File: src/rtl/siso_shift_ctrl_pkg.sv
// Shared types and limits for the serial shift controller.
// Related build option: SISO_SHIFT_CTRL_PARITY_EN (see siso_shift_ctrl.sv).
package siso_shift_ctrl_pkg;

    localparam int MAX_WIDTH = 32;
    localparam int MIN_WIDTH = 2;

    typedef enum logic [1:0] {
        IDLE   = 2'd0,
        SHIFT  = 2'd1,
        PARITY = 2'd2,
        DONE   = 2'd3
    } state_t;

    function automatic logic even_parity(input logic [MAX_WIDTH-1:0] word);
        return ^word;
    endfunction

endpackage

File: src/rtl/siso_shift_ctrl_sreg.sv
// WIDTH-bit load/shift register; head is the next bit to leave, chosen by MSB_FIRST.
// Each shift moves the remaining bits toward the head and fills the tail with zero.
module siso_shift_ctrl_sreg
    import siso_shift_ctrl_pkg::*;
#(
    parameter int WIDTH     = 8,
    parameter int MSB_FIRST = 1
) (
    input  logic             clk,
    input  logic             rst,
    input  logic             load,
    input  logic             shift,
    input  logic [WIDTH-1:0] d,
    output logic             head
);

    logic [WIDTH-1:0] q;
    logic [WIDTH-1:0] q_shifted;

    generate
        if (MSB_FIRST != 0) begin : g_msb
            assign q_shifted = {q[WIDTH-2:0], 1'b0};
            assign head      = q[WIDTH-1];
        end else begin : g_lsb
            assign q_shifted = {1'b0, q[WIDTH-1:1]};
            assign head      = q[0];
        end
    endgenerate

    always_ff @(posedge clk) begin
        if (rst) begin
            q <= '0;
        end else if (load) begin
            q <= d;
        end else if (shift) begin
            q <= q_shifted;
        end
    end

endmodule

File: src/rtl/siso_shift_ctrl.sv
// Word-to-serial shift controller: valid/ready word intake, one bit per shift_en tick on so.
// Build option SISO_SHIFT_CTRL_PARITY_EN appends an even-parity bit via the PARITY state.
//
// state  | meaning
// IDLE   | waiting for a word; in_ready high
// SHIFT  | emitting data bits, one per shift_en
// PARITY | emitting the parity bit on the next shift_en (parity builds only)
// DONE   | one-cycle done pulse, then back to IDLE
module siso_shift_ctrl
    import siso_shift_ctrl_pkg::*;
#(
    parameter int WIDTH     = 8,
    parameter int MSB_FIRST = 1
) (
    input  logic             clk,
    input  logic             rst,
    input  logic [WIDTH-1:0] in_data,
    input  logic             in_valid,
    output logic             in_ready,
    input  logic             shift_en,
    input  logic             abort,
    output logic             so,
    output logic             so_valid,
    output logic             busy,
    output logic             done
);

    localparam int CNT_W = $clog2(WIDTH);
    localparam logic [CNT_W-1:0] CNT_LAST = CNT_W'(WIDTH - 1);

    state_t           state;
    state_t           state_n;
    logic [CNT_W-1:0] cnt;
    logic             load;
    logic             do_shift;
    logic             do_par;
    logic             head;

    siso_shift_ctrl_sreg #(
        .WIDTH     (WIDTH),
        .MSB_FIRST (MSB_FIRST)
    ) u_sreg (
        .clk   (clk),
        .rst   (rst),
        .load  (load),
        .shift (do_shift),
        .d     (in_data),
        .head  (head)
    );

`ifdef SISO_SHIFT_CTRL_PARITY_EN
    logic par_q;

    always_ff @(posedge clk) begin
        if (rst) begin
            par_q <= 1'b0;
        end else if (load) begin
            par_q <= even_parity(MAX_WIDTH'(in_data));
        end
    end
`endif

    always_comb begin
        state_n  = state;
        load     = 1'b0;
        do_shift = 1'b0;
        do_par   = 1'b0;
        case (state)
            IDLE: begin
                // abort in IDLE suppresses an accept in the same cycle
                if (in_valid && !abort) begin
                    load    = 1'b1;
                    state_n = SHIFT;
                end
            end
            SHIFT: begin
                if (abort) begin
                    state_n = IDLE;
                end else if (shift_en) begin
                    do_shift = 1'b1;
                    if (cnt == CNT_LAST) begin
`ifdef SISO_SHIFT_CTRL_PARITY_EN
                        state_n = PARITY;
`else
                        state_n = DONE;
`endif
                    end
                end
            end
`ifdef SISO_SHIFT_CTRL_PARITY_EN
            PARITY: begin
                if (abort) begin
                    state_n = IDLE;
                end else if (shift_en) begin
                    do_par  = 1'b1;
                    state_n = DONE;
                end
            end
`endif
            DONE: begin
                state_n = IDLE;
            end
            default: begin
                state_n = IDLE;
            end
        endcase
    end

    always_ff @(posedge clk) begin
        if (rst) begin
            state    <= IDLE;
            cnt      <= '0;
            so       <= 1'b0;
            so_valid <= 1'b0;
        end else begin
            state    <= state_n;
            so_valid <= do_shift | do_par;
            if (load) begin
                cnt <= '0;
            end else if (do_shift && cnt != CNT_LAST) begin
                cnt <= cnt + CNT_W'(1);
            end
            if (do_shift) begin
                so <= head;
`ifdef SISO_SHIFT_CTRL_PARITY_EN
            end else if (do_par) begin
                so <= par_q;
`endif
            end
        end
    end

    assign in_ready = (state == IDLE);
    assign busy     = !in_ready;
    assign done     = (state == DONE);

endmodule
File: config.mk
export PLATFORM = sky130hd
export DESIGN_NAME = siso_shift_ctrl
export DESIGN_NICKNAME = d
export VERILOG_FILES = /design/src/rtl/siso_shift_ctrl_pkg.sv /design/src/rtl/siso_shift_ctrl_sreg.sv /design/src/rtl/siso_shift_ctrl.sv
export SDC_FILE = /design/constraint.sdc
export NUM_CORES = 1
export LEC_CHECK = 0
export CAP_MARGIN = 20
export CORE_UTILIZATION = 49
export DETAILED_ROUTE_END_ITERATION = 6
export PLACE_DENSITY_LB_ADDON = 0.12
export SYNTH_ARGS = -nofsm -noshare
export SYNTH_HDL_FRONTEND = slang
export SYNTH_SLANG_ARGS = --single-unit
File: constraint.sdc
create_clock -name clk -period 2.3 [get_ports clk]
set_input_delay 0.46 -clock clk [delete_from_list [all_inputs] [get_ports clk]]
set_output_delay 0.46 -clock clk [all_outputs]
set_load 0.02 [all_outputs]
==> results.json, run 1 <==
{
  "cp_slowest_stage_delay_ps": 600,
  "vias": 621,
  "rsz0062_at_grt": "no",
  "status": "finished, final reports clean",
  "required_ps": 1840,
  "globalRoute.totalOverflow": 0,
  "synth_cells": 78,
  "p_leak_uw": 0.000325,
  "finalSetupViolCount": 0,
  "syn-num-nets": 93,
  "clkPwrFrac_pct": 30.4,
  "yosysUniqueCellTypes": 23,
  "dp_cells": 108,
  "switching_share_pct": 24.3,
  "final_nets": 113,
  "grt_pass1_vias": 516,
  "synthSimpleGateAreaFrac_pct": 28.2,
  "slew_violations": 0,
  "core.rowCount": 13,
  "clock_sinks": 15,
  "gp_congestion": 0.644,
  "clkTransAtPathRegs_ps": 90,
  "grt_pass1_wl_um": 2100,
  "synth_ff_type": "dfxtp_1",
  "drt_iter0_markers": 12,
  "synth_mux_area_share_pct": 0,
  "worst_path_max_delay_cell": "clkdlybuf4s50_1",
  "drc": 0,
  "design_area_um2": 915,
  "cts_root_buf": "clkbuf_4",
  "synth-compound-area-share_pct": 20.6,
  "tritoncts": "yes",
  "utilization_pct": 69.4,
  "yosysWarnings": 0,
  "peakVddDrop_mv": 0.303,
  "wl_per_cell_um": 12.6,
  "synth_top_family_by_area": "simple AND/OR/NAND/NOR gates",
  "cts_setup_buffers": 0,
  "dpl.hpwl_um": 1050,
  "seq_area_frac_synth_pct": 42.6,
  "start_kind": "register",
  "worst_setup_path_end_kind": "output port",
  "synthAdderAreaFrac_pct": 3.55,
  "p_switching_uw": 121,
  "synth.avg_cell_area_um2": 9.03,
  "synthArstFlopShare_pct": 0,
  "area_growth_pct": 29.8,
  "drive_gt1_share_pct": 16.5,
  "hold_violations": 0,
  "worst_slew_pin_slew_ps": 358,
  "pwr-share-comb_pct": 14.0,
  "first_pass_iters": 4,
  "cts_inserted_buffers": 3,
  "dieArea_um2": 1590,
  "post-route-min-period_ps": 2100,
  "p_seq_share_pct": 55.6,
  "n_antenna_cell": 0,
  "start_util_pct": 53.5,
  "chipHeight_um": 39.9,
  "h-tree-depth": 1,
  "fin_worst_skew_ps": 3.42,
  "antenna_left": 0,
  "core_area_um2": 1320,
  "io_buffers": 17,
  "arrival_ps": 1640,
  "num_io_pins": 18,
  "crit_chain": "or2_2, inv_1, clkdlybuf4s50_1",
  "setup.worst_path.class": "register to output port",
  "cts-hold-fix-buffers": 0,
  "fin_cells": 112,
  "grt_max_degree": 14,
  "totalWireLength_um": 1410,
  "clock_path_buffers": 2,
  "fillers": 108,
  "fin_tns_setup_ps": 0,
  "track_usage_pct": 20.7,
  "netlist_area_um2": 704,
  "synth_edf_count": 0,
  "place_area_um2": 888,
  "slew_headroom_pct": 76.1,
  "p_per_area_nw_per_um2": 545,
  "hold_path.class": "register to register",
  "antenna_found_initial": 0,
  "maxCapViolations": 0,
  "crit_path_max_fanout": 7,
  "synth_seq_cells": 15,
  "fmax_ghz": 0.475,
  "period_share_pct": 91.5,
  "cts_resized": 0,
  "worstSkewPairLatency_ps": 280,
  "power.internal_uw": 377,
  "vias_per_cell": 5.54,
  "synthXorXnorAreaFrac_pct": 0,
  "die_w_um": 39.9
}
[worst max-delay path: cells and delay by family, from the launching register on]
family / cells / cell delay, ps
buf+inv: 2 / 680
flops: 1 / 360
simple gates: 1 / 330
[logic make-up after synthesis]
group           after synthesis
simple gates                 39
compound gates               15
flops                        15
buf+inv                       7
fa+ha+maj                     2
[layout make-up]
class	count	area [um2]	area share [%]
Multi-Input combinational cell	56	369	40.4
Sequential cell	15	300	32.8
Timing Repair Buffer	20	193	21.1
Clock buffer	4	26.3	2.87
Tap cell	15	18.8	2.05
Inverter	2	7.51	0.821
[path summary, 6_finish.rpt]
path	cells after the start	slack, ps	startpoint	to
setup / recovery	3	200	state[1]	in_ready
hold / removal	2	460	u_sreg.q[7]	so
setup reg to reg	4	790	state[1]	u_sreg.q[5]
hold reg to reg	2	460	u_sreg.q[7]	so
[layout by cell type, fill, tap and decap left out, drive strengths merged, types with 2 or more instances in the layout]
cell type / n
clkdlybuf4s50: 17
nand2: 16
dfxtp: 15
nor2: 9
a311oi: 7
a21oi: 5
clkbuf: 4
nand3: 3
o21ai: 3
buf: 3
inv: 2
nand4b: 2
ha: 2
[cells in the mapped netlist, drive strengths merged (2+ instances only)]
library cell,count,area (um2)
a21oi,5,25.0
dfxtp,15,300
clkbuf,2,7.51
nand4b,2,17.5
ha,2,25.0
nor2,9,33.8
nand2,16,60.1
a311oi,7,105
nand3,3,15.0
buf,3,20.0
inv,2,7.51
o21ai,3,15.0
[power by group through the flow]
stage	clock network [uW]	logic [uW]	registers, uW
final	151	69.7	277
after global placement	0	68.6	282
after CTS	155	70.6	277
after detailed placement	0	69.9	283
after global routing	164	76.0	278
after floorplan	0	38.3	281
[registers in the layout (all words and copies together), names as in the netlist]
name,count
u_sreg.q,8
so,1
cnt,3
state,2
so_valid,1
[routing by layer]
layer	part of all wire (%)	track usage, %	vias to the layer above	wire length [um]
li1	-	-	315	-
met1	46	24.1	281	649
met2	46	31.0	20	647
met3	5.6	6.82	5	79
met4	2.7	15.5	0	38
met5	0	0	-	0
[per-stage QoR]
stage / hold slack, ps / power, uW / setup slack [ps]
final: 458 / 498 / 196
after global routing: 486 / 518 / 137
after CTS: 461 / 503 / 175
after detailed placement: 452 / 353 / 247
after global placement: 439 / 351 / 283
after floorplan: 432 / 320 / 797
No activity file was read; power rests on OpenSTA's default activity.
==> run 2: changes to the inputs <==
Settings changed: CTS_BUF_LIST set to sky130_fd_sc_hd__clkbuf_16, SLEW_MARGIN set to 20.
==> run 2 against run 1 <==
Worst hold slack worse by 7.7 ps. Critical path depth stayed put. Wire length grew 3.0%. Global-route usage is 0.068 points higher. Sequential share of layout area down 1.8 points. Non-clock buffer count unchanged. Power grew 37%.
==> results.json, run 2 (synthesis results as in run 1) <==
{
  "switching_share_pct": 20.5,
  "pwr-share-comb_pct": 10.3,
  "totalWireLength_um": 1460,
  "period_share_pct": 88.9,
  "grt_pass1_vias": 549,
  "crit_path_max_fanout": 7,
  "area_growth_pct": 37.3,
  "first_pass_iters": 4,
  "tritoncts": "yes",
  "hold_violations": 0,
  "start_kind": "register",
  "grt_max_degree": 14,
  "hold_path.class": "register to register",
  "p_per_area_nw_per_um2": 703,
  "core.rowCount": 13,
  "p_leak_uw": 0.000352,
  "final_nets": 113,
  "rsz0062_at_grt": "no",
  "drc": 0,
  "chipHeight_um": 39.9,
  "globalRoute.totalOverflow": 0,
  "num_io_pins": 18,
  "worstSkewPairLatency_ps": 250,
  "slew_violations": 0,
  "post-route-min-period_ps": 2050,
  "drt_iter0_markers": 12,
  "cts-hold-fix-buffers": 0,
  "cts_root_buf": "clkbuf_16",
  "regArea_um2": 300,
  "final_cell_mix": "clkdlybuf4s50_1, nand2_1, dfxtp_1",
  "grt_pass1_wl_um": 2190,
  "wl_per_cell_um": 13.0,
  "design_area_um2": 967,
  "power.internal_uw": 541,
  "pre_cts_ws_ps": 247,
  "cts_inserted_buffers": 3,
  "vias": 611,
  "core_area_um2": 1320,
  "clock_path_buffers": 2,
  "fmax_ghz": 0.489,
  "track_usage_pct": 20.8,
  "setup.worst_path.class": "register to output port",
  "arrival_ps": 1590,
  "n_antenna_cell": 0,
  "start_util_pct": 53.5,
  "h-tree-depth": 1,
  "clkPwrFrac_pct": 48.8,
  "slew_headroom_pct": 76.3,
  "p_switching_uw": 139,
  "fillers": 102,
  "maxCapViolations": 0,
  "cts_setup_buffers": 0,
  "cts_resized": 0,
  "worst_setup_path_end_kind": "output port",
  "vias_per_cell": 5.46,
  "dieArea_um2": 1590,
  "top_register": "u_sreg.q",
  "status": "finished, final reports clean",
  "whs_ps": 451,
  "io_buffers": 17,
  "drive_gt1_share_pct": 16.5,
  "die_w_um": 39.9,
  "fin_tns_setup_ps": 0,
  "antenna_found_initial": 0,
  "antenna_left": 0,
  "fin_worst_skew_ps": 5.17,
  "required_ps": 1840,
  "p_seq_share_pct": 40.9,
  "worst_slew_pin_slew_ps": 355,
  "clock_sinks": 15,
  "layout_commonest_cell": "clkdlybuf4s50_1",
  "layout_setup_ws_ps": 255,
  "dpl.hpwl_um": 1050,
  "clkTransAtPathRegs_ps": 50,
  "largest_reg_flops": 8,
  "place_area_um2": 888,
  "finalSetupViolCount": 0,
  "largestRegisters": "u_sreg.q: 8 flops, cnt: 3 flops, state: 2 flops",
  "gp_congestion": 0.644,
  "fin_cells": 112,
  "dp_cells": 108,
  "multi_input_area_um2": 369,
  "peakVddDrop_mv": 0.606
}
-- run 2: cell count changes in the layout (fill, tap and decap cells not counted) --
cell | previous run | this run
clkbuf_16 | 0 | 3
clkbuf_1 | 1 | 0
inv_1 | 2 | 3
clkbuf_4 | 3 | 0
-- run 2: final timing paths --
| kind | from | to | slack [ps] | depth (start not counted) |
|---|---|---|---|---|
| hold reg to reg | u_sreg.q[7] | so | 450 | 2 |
| setup / recovery | state[1] | in_ready | 250 | 3 |
| setup reg to reg | state[1] | u_sreg.q[5] | 800 | 4 |
| hold / removal | u_sreg.q[7] | so | 450 | 2 |
-- run 2: power by group through the flow --
| stage | clock network (uW) | logic [uW] | registers [uW] |
|---|---|---|---|
| after CTS | 333 | 70.9 | 278 |
| after global routing | 343 | 76.3 | 279 |
| after floorplan | 0 | 38.3 | 281 |
| final | 332 | 70.0 | 278 |
| after detailed placement | 0 | 69.9 | 283 |
| after global placement | 0 | 68.6 | 282 |
-- run 2: routing by layer --
layer	up-vias	track usage, %	part of all wire, %	routed length [um]
met3	2	5.11	4.9	71
met2	18	34.3	48	697
met5	-	0	0	0
met1	275	24.7	45	661
li1	316	-	-	-
met4	0	10.3	1.6	24
-- run 2: through the flow --
stage          util, %  power [uW]
2_1_floorplan        -         320
3_3_place_gp      67.4         351
3_5_place_dp      67.4         353
4_1_cts           73.4         683
5_1_grt           73.4         698
6_report          73.4         680
-- run 2: final cells by class --
| class | instances | area share [%] |
|---|---|---|
| inverter | 2 | 0.776 |
| sequential | 15 | 31.0 |
| tap | 15 | 1.94 |
| multi-input combinational | 56 | 38.2 |
| timing repair buffer | 20 | 19.9 |
| clock inverter | 1 | 0.388 |
| clock buffer | 3 | 7.76 |
-- run 2: worst max-delay path, stage by stage, from the launching register on --
cell and delay, ps:
dfxtp_1 340, or2_2 320, inv_1 80, clkdlybuf4s50_1 600
==> run 3: changes to the inputs <==
Settings changed: CTS_CLUSTER_DIAMETER set to 120.
==> results of run 3 <==
Final layout, timing and power as in run 2 (identical DEF).
